## src/rtl/mem_responder.sv

```systemverilog
// Responder between the datapath's fetch/data requests and a single-port RAM.
// Serves one request at a time (data before fetch), pulses ihit/dhit, and aborts stalled RAM accesses.
module mem_responder #(
   parameter int unsigned TIMEOUT  = 64,
   parameter logic [31:0] ERR_WORD = 32'hBAD1BAD1
) (
   input  logic        CLK,
   input  logic        RST,
   input  logic        imemREN,
   input  logic [31:0] imemaddr,
   input  logic        dmemREN,
   input  logic        dmemWEN,
   input  logic [31:0] dmemaddr,
   input  logic [31:0] dmemstore,
   output logic        ihit,
   output logic [31:0] imemload,
   output logic        dhit,
   output logic [31:0] dmemload,
   output logic        ramREN,
   output logic        ramWEN,
   output logic [31:0] ramaddr,
   output logic [31:0] ramstore,
   input  logic [31:0] ramload,
   input  logic        ramready,
   output logic        err,
   output logic [31:0] icount,
   output logic [31:0] dcount
);

   typedef enum logic [1:0] {IDLE, ACCESS, HIT} state_t;
   typedef enum logic [1:0] {IREAD, DREAD, DWRITE} req_t;

   localparam logic [7:0] LAST_WAIT = 8'(TIMEOUT - 1);

   state_t      state, nextState;
   req_t        reqType, nextReqType;
   logic [31:0] addrReg, nextAddr;
   logic [31:0] storeReg, nextStore;
   logic [7:0]  waitCount, nextWaitCount;
   logic [31:0] nextImemload, nextDmemload;
   logic [31:0] nextIcount, nextDcount;
   logic        nextErr;
   logic        anyReq;
   logic        timedOut;
   logic [31:0] selAddr;

   assign anyReq   = imemREN | dmemREN | dmemWEN;
   assign timedOut = (waitCount == LAST_WAIT) && !ramready;
   assign selAddr  = (dmemREN | dmemWEN) ? dmemaddr : imemaddr;
   assign ramaddr  = addrReg;
   assign ramstore = storeReg;

   always_ff @(posedge CLK or posedge RST) begin
      if (RST) begin
         state <= IDLE;
      end else begin
         state <= nextState;
      end
   end

   // Strobes and hit pulses come only from the registered state and latched request type.
   always_comb begin
      nextState = state;
      ihit      = 1'b0;
      dhit      = 1'b0;
      ramREN    = 1'b0;
      ramWEN    = 1'b0;
      case (state)
         IDLE: begin
            if (anyReq) begin
               nextState = ACCESS;
            end
         end
         ACCESS: begin
            ramREN = (reqType != DWRITE);
            ramWEN = (reqType == DWRITE);
            if (ramready || timedOut) begin
               nextState = HIT;
            end
         end
         HIT: begin
            ihit      = (reqType == IREAD);
            dhit      = (reqType != IREAD);
            nextState = IDLE;
         end
         default: nextState = IDLE;
      endcase
   end

   always_comb begin
      nextReqType   = reqType;
      nextAddr      = addrReg;
      nextStore     = storeReg;
      nextWaitCount = waitCount;
      nextImemload  = imemload;
      nextDmemload  = dmemload;
      nextIcount    = icount;
      nextDcount    = dcount;
      nextErr       = err;
      case (state)
         IDLE: begin
            if (anyReq) begin
               if (dmemWEN) begin
                  nextReqType = DWRITE;
               end else if (dmemREN) begin
                  nextReqType = DREAD;
               end else begin
                  nextReqType = IREAD;
               end
               nextAddr      = selAddr & 32'hFFFF_FFFC;
               nextStore     = dmemstore;
               nextWaitCount = 8'd0;
            end
         end
         ACCESS: begin
            nextWaitCount = waitCount + 8'd1;
            // A ready RAM beats the watchdog when both land in the same cycle.
            if (ramready) begin
               if (reqType == IREAD) begin
                  nextImemload = ramload;
               end else if (reqType == DREAD) begin
                  nextDmemload = ramload;
               end
            end else if (timedOut) begin
               nextErr = 1'b1;
               if (reqType == IREAD) begin
                  nextImemload = ERR_WORD;
               end else if (reqType == DREAD) begin
                  nextDmemload = ERR_WORD;
               end
            end
         end
         HIT: begin
            if (reqType == IREAD) begin
               nextIcount = icount + 32'd1;
            end else begin
               nextDcount = dcount + 32'd1;
            end
         end
         default: ;
      endcase
   end

   always_ff @(posedge CLK or posedge RST) begin
      if (RST) begin
         reqType   <= IREAD;
         addrReg   <= 32'd0;
         storeReg  <= 32'd0;
         waitCount <= 8'd0;
         imemload  <= 32'd0;
         dmemload  <= 32'd0;
         icount    <= 32'd0;
         dcount    <= 32'd0;
         err       <= 1'b0;
      end else begin
         reqType   <= nextReqType;
         addrReg   <= nextAddr;
         storeReg  <= nextStore;
         waitCount <= nextWaitCount;
         imemload  <= nextImemload;
         dmemload  <= nextDmemload;
         icount    <= nextIcount;
         dcount    <= nextDcount;
         err       <= nextErr;
      end
   end

endmodule

```

## config.mk

```make
export PLATFORM = sky130hd
export DESIGN_NAME = mem_responder
export DESIGN_NICKNAME = d
export VERILOG_FILES = /design/src/rtl/mem_responder.sv
export SDC_FILE = /design/constraint.sdc
export NUM_CORES = 1
export LEC_CHECK = 0
export BUFFER_PORTS_ARGS = -buffer_cell sky130_fd_sc_hd__clkbuf_2
export CORE_MARGIN = 2
export CORE_UTILIZATION = 49
export CTS_BUF_LIST = sky130_fd_sc_hd__clkbuf_16
export CTS_CLUSTER_DIAMETER = 100
export DETAILED_ROUTE_END_ITERATION = 16
export HOLD_SLACK_MARGIN = 0.15
export PLACE_DENSITY_LB_ADDON = 0.08
export SLEW_MARGIN = 0
export SYNTH_ARGS = -nofsm -noshare
export SYNTH_HDL_FRONTEND = slang
export SYNTH_SLANG_ARGS = --single-unit
```

## constraint.sdc

```tcl
create_clock -name CLK -period 6.7 [get_ports CLK]
set_input_delay 0.67 -clock CLK [delete_from_list [all_inputs] [get_ports CLK]]
set_output_delay 0.67 -clock CLK [all_outputs]
set_load 0.01 [all_outputs]
```

Word-level counts from Yosys, hierarchy flattened
Cells that the tools add are included.
{"block": "word_totals", "mem_count": 0, "ff_bits": 203, "rom_bits": 0, "mem_bits_rw": 0, "out_inout_bits": 197, "in_bits": 134, "latch_bits": 0, "elab_cells": 64}
{"block": "op_classes", "multipliers": 0, "div": 0, "magnitude_cmp": 0, "bitwise": 5, "n_reduce_logical": 16, "n_eq_ne": 8, "addsub": 3, "mux": 22, "shifts": 0}
{"cell": "32-bit two-way mux", "count": 11}
{"cell": "32-bit by 1-bit adder with 32-bit output (second input constant)", "count": 2}
{"cell": "8-bit case mux with 2 select lines", "count": 1}
{"cell": "2-bit AND reduction", "count": 5}
{"cell": "8-bit by 1-bit adder with 8-bit output (second input constant)", "count": 1}
{"cell": "8-bit by 6-bit equality test with 1-bit output (second input constant)", "count": 1}
{"cell": "8-bit two-way mux", "count": 1}
{"cell": "2-bit two-way mux", "count": 3}
{"cell": "2-bit inequality test (second input constant)", "count": 3}
{"cell": "3-bit AND reduction", "count": 2}
{"cell": "2-bit nonzero test", "count": 3}
{"cell": "1-bit two-way mux", "count": 5}
{"cell": "2-bit by 1-bit equality test with 1-bit output (second input constant)", "count": 2}
{"cell": "2-bit equality test (second input constant)", "count": 2}
{"cell": "2-bit logical NOT", "count": 2}
{"cell": "2-bit case mux with 2 select lines", "count": 1}
{"cell": "4-bit AND reduction", "count": 1}
{"cell": "1-bit bitwise OR", "count": 3}
{"cell": "1-bit inverter", "count": 2}
{"cell": "1-bit logical AND", "count": 1}
{"cell": "1-bit logical NOT", "count": 1}
{"cell": "1-bit logical OR", "count": 1}

Longest topological paths before layout
Gate-level depths: netlist (run 1).
{"block": "logic_depth", "depth_word": 5, "ltp_mapped": 8, "mapped_depth_nobuf": 6}

Worst setup path after synthesis (run 1)
OpenSTA, ideal clock, no wires.
{"block": "synth_path", "path_type": "reg2reg", "start": "register reqType[1]", "end": "register icount[21]", "required_time_ns": 6.574, "path_slack_ns": 4.374, "period_less_slack_ns": 2.326, "arrival_time_ns": 2.200, "setup_ns": 0.126, "n_path_buf": 2, "stages_incl_launch_ff": 8, "cell_sequence": "dfrtp_1 -> buf_2 -> nor4b_4 -> nand4_2 -> or3_1 -> buf_2 -> or3_1 -> xnor2_1"}
{"block": "synth_via", "elab_chain_len": 2}
{"element": "from (decl)", "line": "36", "source": "req_t reqType, nextReqType;"}
{"element": "from (signal assigned)", "line": "156", "source": "reqType <= nextReqType;"}
{"element": "2-bit logical NOT", "line": "134", "source": "if (reqType == IREAD) begin"}
{"element": "2-bit AND reduction (no line)"}
{"element": "to (signal assigned)", "line": "162", "source": "icount <= nextIcount;"}
{"element": "to (decl)", "line": "26", "source": "output logic [31:0] icount,"}
Every way passes these cells.
A chain may end at the register's enable or synchronous reset.

Worst setup path in the final report (run 1)
{"block": "layout_path", "start": "register state[0]", "end": "output port ramWEN"}
{"block": "layout_via", "elab_chain_len": 2}
{"element": "from (decl)", "line": "35", "source": "state_t state, nextState;"}
{"element": "from (signal assigned)", "line": "57", "source": "state <= nextState;"}
{"element": "2-bit by 1-bit equality test with 1-bit output", "line": "68", "source": "case (state)"}
{"element": "1-bit two-way mux", "line": "68"}
{"element": "to (decl)", "line": "20", "source": "output logic ramWEN,"}
Every way passes these cells.

==> run summary, run 1 <==
The run finished with clean final reports. For this run, the total global-route usage over all layers was measured as 23.2%. The tool flagged a number of max-cap violations equal to 0.

Detailed routing inserted a total of 6,795 vias. The area enclosed by the die boundary was 18,400 um^2; the count of inserted antenna diode cells was 0. The number of nets in the final layout was 1,219; the maximum single-stage delay on the critical path was 0.57 ns. Ranked by total cell area, the synthesized netlist is headed by dfrtp_1, nand2_1, xnor2_1.

The final hold violation count was 0. For the synthesized area, the log shows 8490 um^2. For the total I/O pin count, the log shows 331. The count of flip-flops with a built-in enable after synthesis works out to 0. The power per standard cell area was 404 nW/um^2; the chip height was 136 um. The vias per cell is 5.15, and the clock buffer count from CTS is 21.

At the worst endpoint, the required time is 6.03 ns. Class of the tightest hold or removal check: in -> async. The count of input and output buffers was 324.

The count of nets left with antenna violations after detail routing is 0, and the number of warnings printed during yosys synthesis is 0. For the worst max-slew margin expressed relative to the limit, the log shows 36.7%. The average instance in the mapped netlist occupies 11.1 um^2. The total global routing overflow was 0. The portion of the clock cycle consumed by the worst path in the final layout is 38.4%, and the final wirelength is 21.7 mm. Number of cells on the worst reg-to-reg path: 5. Compared with the post-synthesis result, the final layout area differs by 28.8%.

The cell count after synthesis came out at 768. At the worst endpoint, the arrival time is 1.90 ns. The remaining design rule violation count was 0; the via count of the first global-routing pass was 6,606. Measured along the x axis, the die boundary spans 136 um.

The routed length per instance came out at 16.5 um. The area share of the largest cell type after synthesis came out at 59.9%. Main flop type after synthesis: dfrtp_1.

The worst path in the final design needs a cycle of 2.57 ns, including I/O delays and setup. Synthesis instantiated 41 different standard cells from the library. For the worst setup margin, the log shows 4.13 ns.

The worst register-to-register path has a setup slack of 4.22 ns. Global-route wire length before repair: 34.0 mm. TritonCTS built the clock tree. The most critical setup path has its endpoint at ramWEN.

Setup repair after global routing left no endpoint under its margin. Of all flip-flops after synthesis, the portion carrying an async set or reset was 100%. The H-tree depth reported by CTS is 1, and the minimum setup slack after placement is 3.83 ns. The startpoint identified for the worst register-to-register timing path is state[0]. STA classifies the critical path startpoint as a register.

The max-slew violation total from the final report is 0, and the number of buffers inserted for hold repair after clock tree synthesis is 0. Once the clock tree was built, the resizer swapped 0 gates to a different size. Adding up every negative setup slack in the final design gives 0 ns. In this run, the number of DRC markers left after iteration 0 of detailed routing was 405. Walking the worst path, the cells encountered are nor2b_1 > and3_1 > clkbuf_2.

The design draws 4.42 mW. Across the VDD grid, the largest voltage drop is 0.256 mV. The tools report the element type at the critical path end as an output pin. The tools report the maximum number of pins on one net before global-route repair as 103. The worst clock skew was 0.0168 ns; the largest fanout on the critical path was 10.

The first detailed-routing pass ran for 4 iterations. For this design the static power due to leakage is 5.63 nW. Kind of critical path: reg -> out. Clock-pin slew was measured on the worst setup and hold paths at 0.06 ns.

The critical path starts at state[0]. Once the floorplan was initialized, standard cells occupied 49.6% of the core. The number of antenna violations at the first check in global routing was 0.

The maximum clock insertion buffer count is 3. At the end of routability-driven placement, the weighted congestion stood at 0.790. On the critical path, the stage with the largest delay is an instance of nor2b_1. The reg-to-reg critical path endpoint was icount[21].

The number of sinks handled by clock tree synthesis was 203; the setup-violating endpoint count in the final report was 0. Clock latency on the worst-skew pair, taken at its later pin, is 0.49 ns. The tools report the area of the core as 17,100 um^2. dfrtp_1 takes more of the synthesized area than any other cell. The tree is rooted in a clkbuf_16.

Synthesis inferred 203 register bits. For the pin with the worst max-slew slack, the measured transition is 0.950 ns. Based on the critical path, the design can be clocked at up to 389 MHz. Across all hold checks on the routed design, the worst slack comes to 0.304 ns. The logs give 15.4 mm for the half-perimeter wire length after detailed placement and 63.8% for the fraction of the core area covered by cells at the end of the flow. Post-CTS timing repair inserted 0 buffers for setup. The post-route netlist has 33.9% of its cells at a drive strength greater than 1. The sequential-to-total area share from yosys stat is 59.9%, and the number of core rows is 48.
==> layout by cell type, fill, tap and decap left out, types with 6 or more instances in the layout <==
cell type,n
buf_4,7
nand2_1,162
nor2_1,25
inv_1,13
mux2i_1,30
nor3_1,9
a2bb2oi_1,36
and3_1,10
nand3_1,24
clkbuf_16,21
xor2_1,22
xnor2_1,40
clkbuf_2,324
or3_1,6
dfrtp_1,203
nor2b_1,19
a32o_1,28
o21ai_0,42
nand4_1,18
==> per-stage QoR <==
| step | std cells | cell area (um^2) |
|---|---|---|
| 2_1_floorplan | 769 | 8490 |
| 5_1_grt | 1320 | 10900 |
| 6_report | 1320 | 10900 |
| 3_5_place_dp | 1284 | 10300 |
| 3_3_place_gp | 1284 | 10300 |
| 4_1_cts | 1320 | 10900 |
==> synth_stat cells, types with 3 or more instances <==
master       n
nand3_1     24
nor3_1      12
or3_1        7
xor2_1      22
o21ai_0     42
a32o_1      28
nand4_1     18
nor4_1       3
nor2_1      26
buf_1        3
a2bb2oi_1   36
nor2b_1     19
nand2_1    162
or2_2        3
inv_1        8
xnor2_1     40
and2_1       4
dfrtp_1    203
ha_1         3
clkbuf_1    34
and3_1      10
mux2i_1     30
and4_1       5
==> area by class of cell <==
cell class              instances  area (um^2)
clock buffers                  21          526
clock inverters                15         88.8
fillers                      1476         6190
inverters                       8         37.5
multi-input cells             517         3240
flip-flops and latches        203         5080
well taps                     225          282
repair buffers                331         1670
==> power breakdown <==
| part | internal (mW) | switching [mW] |
|---|---|---|
| combinational | 0.618 | 0.860 |
| clock | 0.604 | 0.455 |
| sequential | 1.64 | 0.244 |
==> cells by family (layout without fill, tap and decap cells) <==
group                    Yosys count  in the layout  share of synthesized area, %
adder cells (fa/ha/maj)            3              3                         0.442
AO/OA/AOI/OAI                    112            112                          9.98
AND/OR/NAND/NOR                  306            306                          17.2
flip-flops                       203            203                          59.9
other                              1              2                        0.0442
XOR/XNOR                          62             62                          6.40
buffers and inverters             49            375                          2.29
multiplexers                      32             32                          3.80
==> state kept, by name, summed over array words and instances (netlist names) <==
| signal | cells |
|---|---|
| dcount | 32 |
| dmemload | 32 |
| err | 1 |
| icount | 32 |
| imemload | 32 |
| ramaddr | 30 |
| ramstore | 32 |
| reqType | 2 |
| state | 2 |
| waitCount | 8 |
==> worst min path at each step <==
stage / startpoint / end / slack [ns]
floorplan: waitCount[5] / waitCount[5] / 0.44
global placement: err / err / 0.44
detailed placement: err / err / 0.45
CTS: RST / ramstore[18] / 0.34
global route: RST / ramstore[0] / 0.37
finish: RST / ramstore[11] / 0.30
==> worst max-delay path: cells and delay by family, from the launching register on <==
kind / cells / cell delay, ns
buffers and inverters: 1 / 0.15
DFF: 1 / 0.46
and+or+nand+nor: 2 / 0.81
==> per-layer routing <==
| layer | track usage [%] | vias to the layer above | share of wire [%] |
|---|---|---|---|
| met3 | 5.50 | 38 | 7.7 |
| met1 | 30.8 | 3219 | 42 |
| met4 | 7.75 | 0 | 2.7 |
| li1 | - | 3292 | - |
| met2 | 37.7 | 246 | 47 |
| met5 | 0 | - | 0 |
(Power assumes the default switching activity.)
==> run 2, diff against run 1 <==
==> constraint.sdc (replaced) <==
create_clock -name CLK -period 2.41 [get_ports CLK]
set_input_delay 0.241 -clock CLK [delete_from_list [all_inputs] [get_ports CLK]]
set_output_delay 0.241 -clock CLK [all_outputs]
set_load 0.01 [all_outputs]
==> run 2 against run 1 <==
Against the previous run: clock power rose to 3.1 times the previous value; first-iteration DRC count is 5.2% lower; non-clock buffer count increased by 140; critical path depth up 3; sequential share of layout area decreased by 5.5 points; combinational power grew to 3.0 times the previous value; power increased to 2.9 times the previous value; largest cell class unchanged; flip-flop and latch count is the same; via count increased by 11%; core utilization is 8.6 points higher; clock-buffer cell count stayed put.
==> run summary, run 2 (synthesis gave the netlist of run 1 again) <==
The flow ran to the end, and the final reports show no timing, DRC or antenna violations. For the final design area excluding fillers, the log shows 12,400 um^2 (+13%). The number of core rows is 48 (unchanged). For the number of sinks handled by clock tree synthesis, the log shows 203 (unchanged). The via count of the first global-routing pass was 7,533 (+14%); the portion of the clock cycle consumed by the worst path in the final layout was 92.2%. met2 is the most crowded layer. Register-to-register path setup slack: 0.19 ns (-4.03 ns).

The power per standard cell area came out at 1050 nW/um^2 (+160%). The transition at the pin with the smallest max-transition slack came out at 0.775 ns (-0.175 ns). For the max-slew violation total from the final report, the log shows 0 (unchanged). The most numerous cell on the critical path was nand3_1. The logs give 24.0 mm (+11%) for the final wirelength and 1,296 (+0.93%) for the post-placement cell count.

The tools report the fraction of met1 tracks used by global routing as 32.5% (+1.8 points). The minimum setup slack after placement came out at 0.185 ns (-3.65 ns). The logs give 38.3 mm (+12%) for the global-route wire length before repair and 1,359 (+11%) for the number of nets in the final layout. The global-route usage over all layers is 25.8% (+2.6 points), and the area growth from synthesis to layout is 46.1%. The total I/O pin count is 331 (unchanged). The total global routing overflow is 0 (unchanged).

The chip height works out to 136 um (unchanged). The clock buffer count from CTS was 21 (unchanged). The run gives 48.3% (+12 points) as the worst max-slew margin expressed relative to the limit. The clock network latency to the later pin of the worst-skew pair is 0.49 ns (about the same). Leaving out fill and tap cells, the most frequent cells in the layout are clkbuf_2, dfrtp_1, nand2_1, dlygate4sd3_1, o21ai_0. The logs give 5080 um^2 (unchanged) for the area taken by flip-flops and latches and 15.7 mm (+1.9%) for the half-perimeter wire length after detailed placement. The data required time of the critical path was 2.79 ns (-3.24 ns); the area of the core was 17,100 um^2 (unchanged). STA classifies the critical path endpoint as a register. The worst clock skew is 0.0120 ns (-0.00480 ns). The logs give 0 (unchanged) for the count of nets left with antenna violations after detail routing and 10,400 um^2 (+0.96%) for the placed standard-cell area. Buffer cell driving the clock tree root: clkbuf_16.

The run gives 2.60 ns (+0.70 ns) as the data arrival time of the critical path. For hold timing, the worst endpoint is reqType[0]. Setup repair after global routing left no endpoint under its margin. Launch point of the worst path: dcount[0]. Leaving out fill and tap cells, the most frequent cell in the layout is clkbuf_2. The logs give 0.188 ns (-3.94 ns) for the worst setup margin and 13.0 mW (+190%) for the total power.

The largest voltage drop on the vdd net came out at 0.716 mV (+180%). TritonCTS built the clock tree. The maximum single-stage delay on the critical path came out at 0.71 ns (+0.14 ns).

The maximum clock insertion buffer count is 3 (unchanged), and the iteration count of the initial detailed-routing pass is 6 (+2). The setup-violating endpoint count in the final report is 0 (unchanged), and the number of cells on the worst reg-to-reg path is 6 (+1). The tools report the routability congestion estimate as 0.774 (-2.1%). The initial core utilization came out at 49.6% (unchanged). The tools report the final hold violation count as 0 (unchanged). The worst hold path begins at imemREN. The static leakage is 6.25 nW (+11%). In this run the critical register-to-register path is launched from dcount[0]. Based on the critical path, the design can be clocked at up to 450 MHz.

The run gives 1,241 (-16%) as the number of filler cells placed in the layout. Number of cells upsized or downsized after cts: 0 (unchanged). The vias per cell came out at 5.16 (+0.28%). Kind of critical path: reg -> reg. The run gives 43.2% (+5.5 points) as the met2 usage. The tools report the max-capacitance violation count as 0 (unchanged). Routing usage on met3: 5.99% (+0.49 points). The min-delay analysis places its worst path in the category in -> reg. The total area of multi-input combinational cells is 3240 um^2 (unchanged), and the post-route minimum period is 2.22 ns. For the final instance count without filler cells, the log shows 1,462 (+11%). The count of input and output buffers is 324 (unchanged), and the remaining design rule violation count is 0 (unchanged). The clock-pin slew of the registers on the worst-case setup and hold paths is 0.06 ns (about the same). The worst register-to-register path ends at dcount[16]. The signal on the critical path passes through ha_1 > nand3_1 > or4b_2 > nor3_1 > nand3_1 > xnor2_1. Largest fanout on the critical path: 4 (-6). H-tree depth reported by CTS: 1 (unchanged).

STA classifies the critical path startpoint as a register. Routed length per instance: 16.4 um (about the same). The x dimension of the die came out at 136 um (unchanged). The worst hold path passes through 4 cells.

The area enclosed by the die boundary is 18,400 um^2 (unchanged). The run gives 0 (unchanged) as the number of antenna violations at the first check in global routing. The detailed router's first-iteration violation count was 384 (-5.2%); the fraction of layout instances using a drive strength above 1 was 31.3% (-2.6 points). The maximum number of pins on one net before global-route repair came out at 65 (-37%).

The master of the slowest instance on the critical path is or4b_2. The run gives 7,547 (+11%) as the overall via count from detail_route.
==> run 2: cell count changes in the layout (fill, tap and decap cells not counted), moves of 3 or more <==
cell           previous run  this run
dlygate4sd3_1             0       128
buf_4                     7        18
inv_1                    13         9
bufinv_16                 1         4
==> run 2: worst max-delay path by stage <==
stage	cells past startpoint	end	slack (ns)
floorplan	1	dcount[0]	-0.46
global placement	5	icount[21]	0.21
detailed placement	5	icount[21]	0.18
CTS	5	icount[21]	0.17
global route	6	dcount[16]	0.01
finish	6	dcount[16]	0.19
==> run 2: repair_timing <==
item                                   CTS  global route
endpoints found under the hold margin  231             1
setup buffers                            0             0
hold buffers                           126             2
==> run 2: critical path, delay by kind of cell (launching register included) <==
| family | cells | cell delay, ns |
|---|---|---|
| xor gates and xnor gates | 1 | 0.14 |
| adders and majority gates | 1 | 0.22 |
| DFF | 1 | 0.40 |
| and+or+nand+nor | 4 | 1.35 |
==> run 2: report_power, final <==
group | internal (mW) | switching [mW] | total (mW)
Sequential | 4.55 | 0.701 | 5.25
Combinational | 1.93 | 2.52 | 4.45
Clock | 2.01 | 1.30 | 3.31
==> run 2: routing by layer <==
layer	vias to the layer above	wire [um]	share of wire, %
met4	0	963	4.0
met1	3613	9540	40
met5	-	0	0
met3	73	1740	7.2
met2	276	11800	49
li1	3585	-	-
==> run 2: through the flow <==
step	utilization, %	TNS (ns)	hold WS (ns)
floorplan	-	-93.64	0.346
global placement	60.8	0	0.194
detailed placement	60.8	0	0.199
CTS	72.3	0	0.156
global route	72.4	0	0.249
finish	72.4	0	0.214
==> run 2: layout make-up <==
| type | instances | share of cell area (%) |
|---|---|---|
| Inverter | 8 | 0.272 |
| Antenna cell | 1 | 0.0202 |
| Multi-Input combinational cell | 517 | 26.1 |
| Timing Repair Buffer | 471 | 24.7 |
| Tap cell | 225 | 2.27 |
| Sequential cell | 203 | 41.0 |
| Clock inverter | 16 | 1.42 |
| Clock buffer | 21 | 4.24 |
